--- src/rtl/broadcast_scheduler.sv ---
// FIFO-fed driver for the 1-to-16 multibroadcasting stage: replays each queued request for HOLD cycles, then blanks pb.
// Optional completed-broadcast counter on sent_count when BCAST_SCHED_STATS_EN is defined.
module broadcast_scheduler #(
   parameter int unsigned DEPTH = 4,
   parameter int unsigned HOLD  = 3
) (
   input  logic       clk,
   input  logic       rst,
   input  logic       req_valid,
   output logic       req_ready,
   input  logic       req_data,
   input  logic [1:0] req_line,
   input  logic [3:0] req_ports,
   output logic       inp,
   output logic [0:3] pb,
   output logic [1:0] lb,
`ifdef BCAST_SCHED_STATS_EN
   output logic [7:0] sent_count,
`endif
   output logic       busy
);

   localparam int unsigned AW = $clog2(DEPTH);
   localparam int unsigned CW = AW + 1;
   localparam int unsigned TW = (HOLD > 1) ? $clog2(HOLD) : 1;

   typedef enum logic [1:0] {IDLE, DRIVE, GAP} state_t;

   state_t          state, state_nxt;
   logic [6:0]      mem [DEPTH];
   logic [AW-1:0]   wr_ptr, rd_ptr;
   logic [CW-1:0]   count;
   logic [TW-1:0]   timer, timer_nxt;
   logic            push, pop;
   logic            inp_nxt;
   logic [0:3]      pb_nxt;
   logic [1:0]      lb_nxt;
   logic [6:0]      head;

   assign req_ready = (count != CW'(DEPTH));
   assign push      = req_valid & req_ready;
   assign head      = mem[rd_ptr];
   assign busy      = (count != '0) || (state != IDLE);

   always_ff @(posedge clk) begin
      if (push)
         mem[wr_ptr] <= {req_data, req_line, req_ports};
   end

   // Pointers wrap naturally because DEPTH is a power of two.
   always_ff @(posedge clk or posedge rst) begin
      if (rst) begin
         wr_ptr <= '0;
         rd_ptr <= '0;
         count  <= '0;
      end else begin
         if (push) wr_ptr <= wr_ptr + AW'(1);
         if (pop)  rd_ptr <= rd_ptr + AW'(1);
         case ({push, pop})
            2'b10:   count <= count + CW'(1);
            2'b01:   count <= count - CW'(1);
            default: count <= count;
         endcase
      end
   end

   always_comb begin
      state_nxt = state;
      pop       = 1'b0;
      timer_nxt = timer;
      inp_nxt   = inp;
      pb_nxt    = pb;
      lb_nxt    = lb;
      case (state)
         IDLE, GAP: begin
            pb_nxt    = '0;
            state_nxt = IDLE;
            if (count != '0) begin
               pop       = 1'b1;
               inp_nxt   = head[6];
               lb_nxt    = head[5:4];
               for (int unsigned i = 0; i < 4; i++)
                  pb_nxt[i] = head[i];
               timer_nxt = TW'(HOLD - 1);
               state_nxt = DRIVE;
            end
         end
         DRIVE: begin
            if (timer == '0) begin
               pb_nxt    = '0;
               state_nxt = GAP;
            end else begin
               timer_nxt = timer - TW'(1);
            end
         end
         default: state_nxt = IDLE;
      endcase
   end

   always_ff @(posedge clk or posedge rst) begin
      if (rst) begin
         state <= IDLE;
         timer <= '0;
         inp   <= 1'b0;
         pb    <= '0;
         lb    <= '0;
      end else begin
         state <= state_nxt;
         timer <= timer_nxt;
         inp   <= inp_nxt;
         pb    <= pb_nxt;
         lb    <= lb_nxt;
      end
   end

`ifdef BCAST_SCHED_STATS_EN
   logic done;
   assign done = (state == DRIVE) && (timer == '0);

   always_ff @(posedge clk or posedge rst) begin
      if (rst)
         sent_count <= '0;
      else if (done && (sent_count != 8'hFF))
         sent_count <= sent_count + 8'd1;
   end
`endif

endmodule
--- config.mk ---
export PLATFORM = sky130hd
export DESIGN_NAME = broadcast_scheduler
export DESIGN_NICKNAME = d
export VERILOG_FILES = /design/src/rtl/broadcast_scheduler.sv
export SDC_FILE = /design/constraint.sdc
export NUM_CORES = 1
export LEC_CHECK = 0
export ABC_CLOCK_PERIOD_IN_PS = 6080
export BUFFER_PORTS_ARGS = -buffer_cell sky130_fd_sc_hd__buf_2
export CAP_MARGIN = 20
export CORE_MARGIN = 2
export CORE_UTILIZATION = 54
export CTS_CLUSTER_SIZE = 25
export DETAILED_ROUTE_END_ITERATION = 10
export GPL_TIMING_DRIVEN = 1
export PLACE_DENSITY_LB_ADDON = 0.12
export SLEW_MARGIN = 20
export SYNTH_ARGS = -nofsm -noshare
export SYNTH_HDL_FRONTEND = slang
export SYNTH_SLANG_ARGS = --single-unit
--- constraint.sdc ---
create_clock -name clk -period 6.08 [get_ports clk]
set_input_delay 1.216 -clock clk [delete_from_list [all_inputs] [get_ports clk]]
set_output_delay 1.216 -clock clk [all_outputs]
set_load 0.01 [all_outputs]
==> results of run 1 <==
## state kept, by name (all words and copies together), names as in the netlist
register  cells
rd_ptr        2
count         3
pb            4
mem          28
state         2
timer         2
wr_ptr        2
lb            2
inp           1
## cell type report
class / instances / area [um^2] / share of cell area (%)
sequential: 46 / 1290 / 62.2
multi-input combinational: 48 / 531 / 25.6
timing repair buffer: 18 / 90.1 / 4.34
tap: 46 / 57.6 / 2.77
clock buffer: 6 / 41.3 / 1.99
clock inverter: 2 / 33.8 / 1.63
inverter: 8 / 30.0 / 1.45
## cell families (layout without fill, tap and decap cells)
kind of cell               count (synthesis)  after routing  share of synthesized area [%]
adders and majority gates                  7              7                           5.10
and+or+nand+nor                           15             15                           5.31
muxes                                     13             13                           12.2
AOI/OAI and AO/OA                          7              7                           3.02
xor gates and xnor gates                   6              6                           2.82
DFF                                       46             46                           69.3
buffers and inverters                     10             34                           2.22
## worst reg2reg max path, stage by stage (launching register included)
cell and delay, ns:
dfrtp_1 0.47, nor3_1 0.46, nor2_2 0.24, ha_1 0.29
fa_1 0.38, xnor2_1 0.13, nor2_1 0.12, xor2_1 0.17
## metal layers
metal  vias up  share of wire [%]
met5         -                  0
met4         0                1.7
met3         6                2.9
met2        15                 52
met1       478                 43
li1        429                  -
## stage by stage
stage	utilization (%)	total power, mW	hold slack, ns	instance area, um^2
floorplan	-	0.777	0.451	1860
global placement	59.9	0.857	0.463	2000
detailed placement	59.9	0.882	0.488	2000
CTS	62.2	1.06	0.508	2070
global route	62.2	1.11	0.539	2070
finish	62.2	1.04	0.499	2070
## final timing paths
| check | depth (start not counted) | endpoint | slack, ns |
|---|---|---|---|
| max | 3 | busy | 3.34 |
| min | 1 | timer[0] | 0.50 |
| max reg2reg | 7 | count[2] | 3.75 |
| min reg2reg | 1 | timer[0] | 0.50 |
| max in group asynchronous | 2 | wr_ptr[0] | 4.69 |
| min in group asynchronous | 2 | inp | 0.94 |
## cell usage after synthesis
cell type / n
edfxtp_1: 28
dfrtp_1: 18
inv_1: 8
mux4_2: 7
ha_1: 6
a22o_1: 4
and3_2: 4
mux2_2: 4
xnor2_1: 3
xor2_1: 3
nand2_1: 2
nor2_1: 2
a21boi_0: 1
and2_4: 1
and3_1: 1
buf_4: 1
clkbuf_1: 1
fa_1: 1
mux2_4: 1
mux2i_1: 1
nor2_2: 1
nor3_1: 1
nor3b_1: 1
o21ai_0: 1
o22a_1: 1
or3b_2: 1
or3b_4: 1
## cell usage in the layout (no fill, tap or decap), types with 2 or more instances in the layout
cell and n:
edfxtp_1 28, inv_1 8, clkbuf_4 5, nor2_1 2
mux4_2 7, ha_1 6, a22o_1 4, xnor2_1 3
buf_2 18, and3_2 4, xor2_1 3, nand2_1 2
dfrtp_1 18, mux2_2 4
## power by group
part / leakage (nW) / total [mW] / internal [mW] / switching (mW)
combinational: 0.331 / 0.353 / 0.190 / 0.163
clock: 0.0399 / 0.175 / 0.0857 / 0.0890
sequential: 0.472 / 0.513 / 0.435 / 0.0781
total: 0.842 / 1.04 / 0.711 / 0.330
==> impl_results.md, run 1 <==
* Status: completed
* TNS Setup at 0 ns
* Num CTS Buffers at 5
* Cell Rows at 21
* Pins Over Slew Limit at 0
* Initial antenna violation count at 0
* Post_cts resized at 0
* GRT Overall Usage at 16.9%
* Leakage Power at 0.842 nW
* GR Util met3 at 3.60%
* Die Ht at 62.7 um
* Max-cap violations at 0
* Period minus WS final at 2.74 ns
* Synth area leader: edfxtp_1
* Worst path slowest cell: dfrtp_1
* Layout Nets at 144
* Ranking of synthesized cells by area: edfxtp_1 (45%), dfrtp_1 (24%), mux4_2 (8.5%)
* GRT overflow at 0
* Hold-fix buffer count after cts at 0
* Top cell type's share of synthesized area at 45.1%
* Worst Tran Pin Value at 0.680 ns
* PnR worst setup slack at 3.34 ns
* # IOs at 19
* Final ANT Viol Nets at 0
* Initial drt markers at 22
* RSZ-0062 raised after global routing: false
* VDD IR max at 0.237 mV
* DR vias at 928
* Clk_skew at 0.0130 ns
* Crit path launch: count[0]
* Global routing usage on met1 at 20.3%
* Cell family with most CP delay: simple AND/OR/NAND/NOR gates
* CTS tree: built
* Worst-path maximum fanout at 4
* Setup crit end kind: output pin
* Avg Inst Size Synth at 17.9 um^2
* Crit path kind: reg -> out
* Global-route wire length before repair at 4880 um
* DRC Markers at 0
* Net count after synthesis at 121
* Final setup viols at 0
* Clk Tree Root Cell: clkbuf_4
* Per-cell routed wire length at 16.6 um
* Detailed Routing Iterations Pass 1 at 5
* Die area at 0.00394 mm^2
* Met2 usage at 28.9%
* Post-Syn Instances at 104
* Placer Congestion at 0.673
* Layout cells sized above 1 at 34.4%
* Vias per cell at 5.33
* Min-delay src: timer[0]
* Netlist Area Pre-Place at 0.00186 mm^2
* Slew HR at 54.6%
* Worst-Skew Late Latency at 0.35 ns
* H-tree depth at 2
* Dpl cells at 166
* Final Cycle Share at 45.0%
* Area added between synthesis and finish at 11.3%
* Critical path arrival at 1.52 ns
* Sequential share of the synthesized area at 69.3%
* Post-route insts no fill at 174
* Clock buffer depth at 2
* Fin. Hold Viols at 0
* Setup slack at placement at 3.43 ns
* Core area at 0.00334 mm^2
* Reg-to-Reg Start: count[0]
* DP HPWL at 2020 um
* Hold/Removal Path Class: reg -> reg
* Clk sinks at 46
* Number of fillers in the final layout at 257
* WP buf/inv at 1
* CP Launch Type: flip-flop
* Critical Path RT at 4.86 ns
* Worst-path cell chain: nor3_1, nand2_1, buf_2
* Final WL at 2900 um
* Inserted Diodes at 0
* Fmax at 365 MHz
* Power Density at 502 mW/mm^2
* Starting Density at 55.8%
* Largest net degree at the start of global routing at 19
* Post-CTS setup buffer count at 0
* Vias in the first global route at 1009
* Synth warnings at 0
* Flops & latches, synth at 46
* GRT busiest layer: met2
* Die width at 62.7 um
* Worst path max stage delay at 0.47 ns
* Netlist cell types at 27
* Reg clk slew, reported paths at 0.12 ns
* I/O Buffers at 18
Power figures use the tool's default switching activity.
==> run 2, diff against run 1 <==
- ABC_AREA: not set -> 1
- ABC_CLOCK_PERIOD_IN_PS: 6080 -> 2380
- CORE_UTILIZATION: 54 -> 52
- clock period: 6.08 -> 2.38 ns (I/O delays scaled with it)
==> run 2 against run 1 <==
Effect of this change: routed wire length grew 23%; final area grew 10%; sequential share of layout area shrank 5.7 points; flip-flop and latch count is the same; die area grew 14%; critical path type is now reg -> reg; largest cell class unchanged.
==> impl_results.md, run 2 <==
* Worst-Skew Late Latency at 0.29 ns (-0.06 ns)
* Dpl cells at 258 (+55%)
* Per-cell routed wire length at 13.4 um (-20%)
* Critical path arrival at 1.98 ns (+0.46 ns)
* Biggest regs: mem x28, pb x4, count x3
* Num CTS Buffers at 5 (unchanged)
* Worst-path maximum fanout at 8 (+4)
* Crit path kind: reg -> reg
* Detailed Routing Iterations Pass 1 at 4 (-1)
* Layout Nets at 234 (+63%)
* Clk_skew at 0.00503 ns (-0.00794 ns)
* Status: completed
* Cell Rows at 22 (+4.8%)
* Starting Density at 55.1% (-0.68 points)
* Clock buffer depth at 2 (unchanged)
* Fin. Hold Viols at 0 (unchanged)
* Pins Over Slew Limit at 0 (unchanged)
* I/O Buffers at 18 (unchanged)
* Initial antenna violation count at 0 (unchanged)
* Synth warnings at 0 (unchanged)
* Largest net degree at the start of global routing at 19 (unchanged)
* Number of fillers in the final layout at 332 (+29%)
* Reg clk slew, reported paths at 0.08 ns (-0.04 ns)
* Worst path slowest cell: dfrtp_1
* Post-CTS setup buffer count at 0 (unchanged)
* Synth Flop Type: edfxtp_1
* Critical Path RT at 2.56 ns (-2.30 ns)
* Initial drt markers at 54 (+150%)
* CTS tree: built
* TNS Setup at 0 ns (unchanged)
* Netlist Area Pre-Place at 0.00206 mm^2 (+11%)
* DR vias at 1317 (+42%)
* Final setup viols at 0 (unchanged)
* Leakage Power at 1.07 nW (+27%)
* Die width at 67.0 um (+6.8%)
* GRT overflow at 0 (unchanged)
* Most common cell in the netlist: nand2_1
* WP buf/inv at 0 (-1)
* Global-route wire length before repair at 5920 um (+21%)
* Synth area leader: edfxtp_1
* Worst-path cell chain: nor2_4, a21oi_4, ha_1, fa_1, nand2_1, nand3_1, xor2_1
* Synth async-reset ratio at 39.1% (unchanged)
* Sequential cell area at 0.00129 mm^2 (unchanged)
* Top cell type's share of synthesized area at 40.7% (-4.4 points)
* Post-Syn Instances at 193 (+86%)
* DP HPWL at 2540 um (+26%)
* Multi-input gate area at 616 um^2 (+16%)
* Worst Tran Pin Value at 0.696 ns (+0.0155 ns)
* Area added between synthesis and finish at 10.5%
* Commonest cells post-synth: nand2_1 (59), edfxtp_1 (28), inv_1 (28)
* RSZ-0062 raised after global routing: false
* Top reg by flops: mem
* Ranking of synthesized cells by area: edfxtp_1 (41%), dfrtp_1 (22%), nand2_1 (11%)
* Clk Tree Root Cell: clkbuf_8
* Most frequent cells in the layout: nand2_1 (59), inv_1 (28), edfxtp_1 (28)
* Post_cts resized at 0 (unchanged)
* DP Area at 0.00220 mm^2 (+9.9%)
* Net count after synthesis at 210 (+74%)
* Vias per cell at 4.95 (-7.2%)
* Max FFs per register at 28 (unchanged)
* Power Density at 1290 mW/mm^2 (+160%)
* Hold_ws at 0.279 ns (-0.219 ns)
* Die area at 0.00449 mm^2 (+14%)
* Final design instance area without fill at 0.00228 mm^2 (+10%)
* Avg Inst Size Synth at 10.7 um^2 (-40%)
* GRT Overall Usage at 18.7% (+1.8 points)
* Vias in the first global route at 1293 (+28%)
* Final Cycle Share at 75.7%
* DRC Markers at 0 (unchanged)
* Die Ht at 67.0 um (+6.8%)
* Clk sinks at 46 (unchanged)
* Post-route insts no fill at 266 (+53%)
* Hold-fix buffer count after cts at 0 (unchanged)
* Slew HR at 53.6% (-1.0 points)
* VDD IR max at 0.581 mV (+140%)
* Commonest non-fill, non-tap cell in the layout: nand2_1
* Max-cap violations at 0 (unchanged)
* Final ANT Viol Nets at 0 (unchanged)
* Setup crit end kind: flip-flop
* Fmax at 555 MHz
* Number of synthesized flops with an enable pin at 28 (unchanged)
* Placer Congestion at 0.823 (+22%)
* End-of-flow core utilization at 61.0% (-1.2 points)
* Worst path max stage delay at 0.45 ns (-0.02 ns)
* Cell family with most CP delay: adder cells
* Sequential share of the synthesized area at 62.5% (-6.8 points)
* Period minus WS final at 1.80 ns
* Flops & latches, synth at 46 (unchanged)
* Core area at 0.00374 mm^2 (+12%)
* Final WL at 3550 um (+23%)
* Inserted Diodes at 0 (unchanged)
* # IOs at 19 (unchanged)
* CP Launch Type: flip-flop
* Hold/Removal Path Class: in -> async
* Netlist cell types at 23 (-15%)
* H-tree depth at 2 (unchanged)
* Layout cells sized above 1 at 19.3% (-15 points)
[run 2: metal layers]
layer | global-route usage [%] | share of wire, % | vias to the layer above
met5 | 0 | 0 | -
met4 | 7.14 | 1.6 | 0
met3 | 5.24 | 4.6 | 8
met2 | 31.2 | 49 | 26
met1 | 22.9 | 44 | 623
li1 | - | - | 660
[run 2: where the power goes]
group          switching, mW  internal [mW]  leakage (nW)
clock                  0.241          0.208        0.0385
sequential             0.210           1.11         0.476
combinational          0.732          0.442         0.552
total                   1.18           1.76          1.07
[run 2: worst paths after layout]
check	from	to	slack, ns	cells past startpoint
min in group clk	req_ports[3]	mem[0][3]	0.40	1
min	rst	state[0]	0.28	2
min reg2reg	lb[0]	lb[0]	0.49	2
max in group asynchronous	rst	pb[3]	1.66	2
max reg2reg	count[0]	count[2]	0.58	7
max	count[0]	count[2]	0.58	7
[run 2: final cells by class]
cell class                 instances  area share (%)
clock buffer                       7            3.34
clock inverter                     1           0.329
inverter                          31            5.21
multi-input combinational        112            27.0
sequential                        46            56.6
tap                               48            2.63
timing repair buffer              21            4.93
[run 2: worst reg2reg max path: stages, from the launching register on]
cell,delay [ns]
dfrtp_1,0.45
nor2_4,0.19
a21oi_4,0.11
ha_1,0.23
fa_1,0.40
nand2_1,0.08
nand3_1,0.09
xor2_1,0.14
[run 2: metrics by stage]
| stage | power (mW) | setup slack (ns) |
|---|---|---|
| finish | 2.95 | 0.577 |
| global route | 3.20 | 0.473 |
| CTS | 2.99 | 0.560 |
| detailed placement | 2.53 | 0.579 |
| global placement | 2.46 | 0.651 |
| floorplan | 2.23 | 0.667 |
[run 2: cell families after synthesis]
| kind of cell | after synthesis | synth area share, % |
|---|---|---|
| flops | 46 | 62.5 |
| simple gates | 97 | 21.3 |
| fa+ha+maj | 7 | 4.61 |
| compound gates | 3 | 1.45 |
| buf+inv | 35 | 7.64 |
| xor+xnor | 5 | 2.49 |
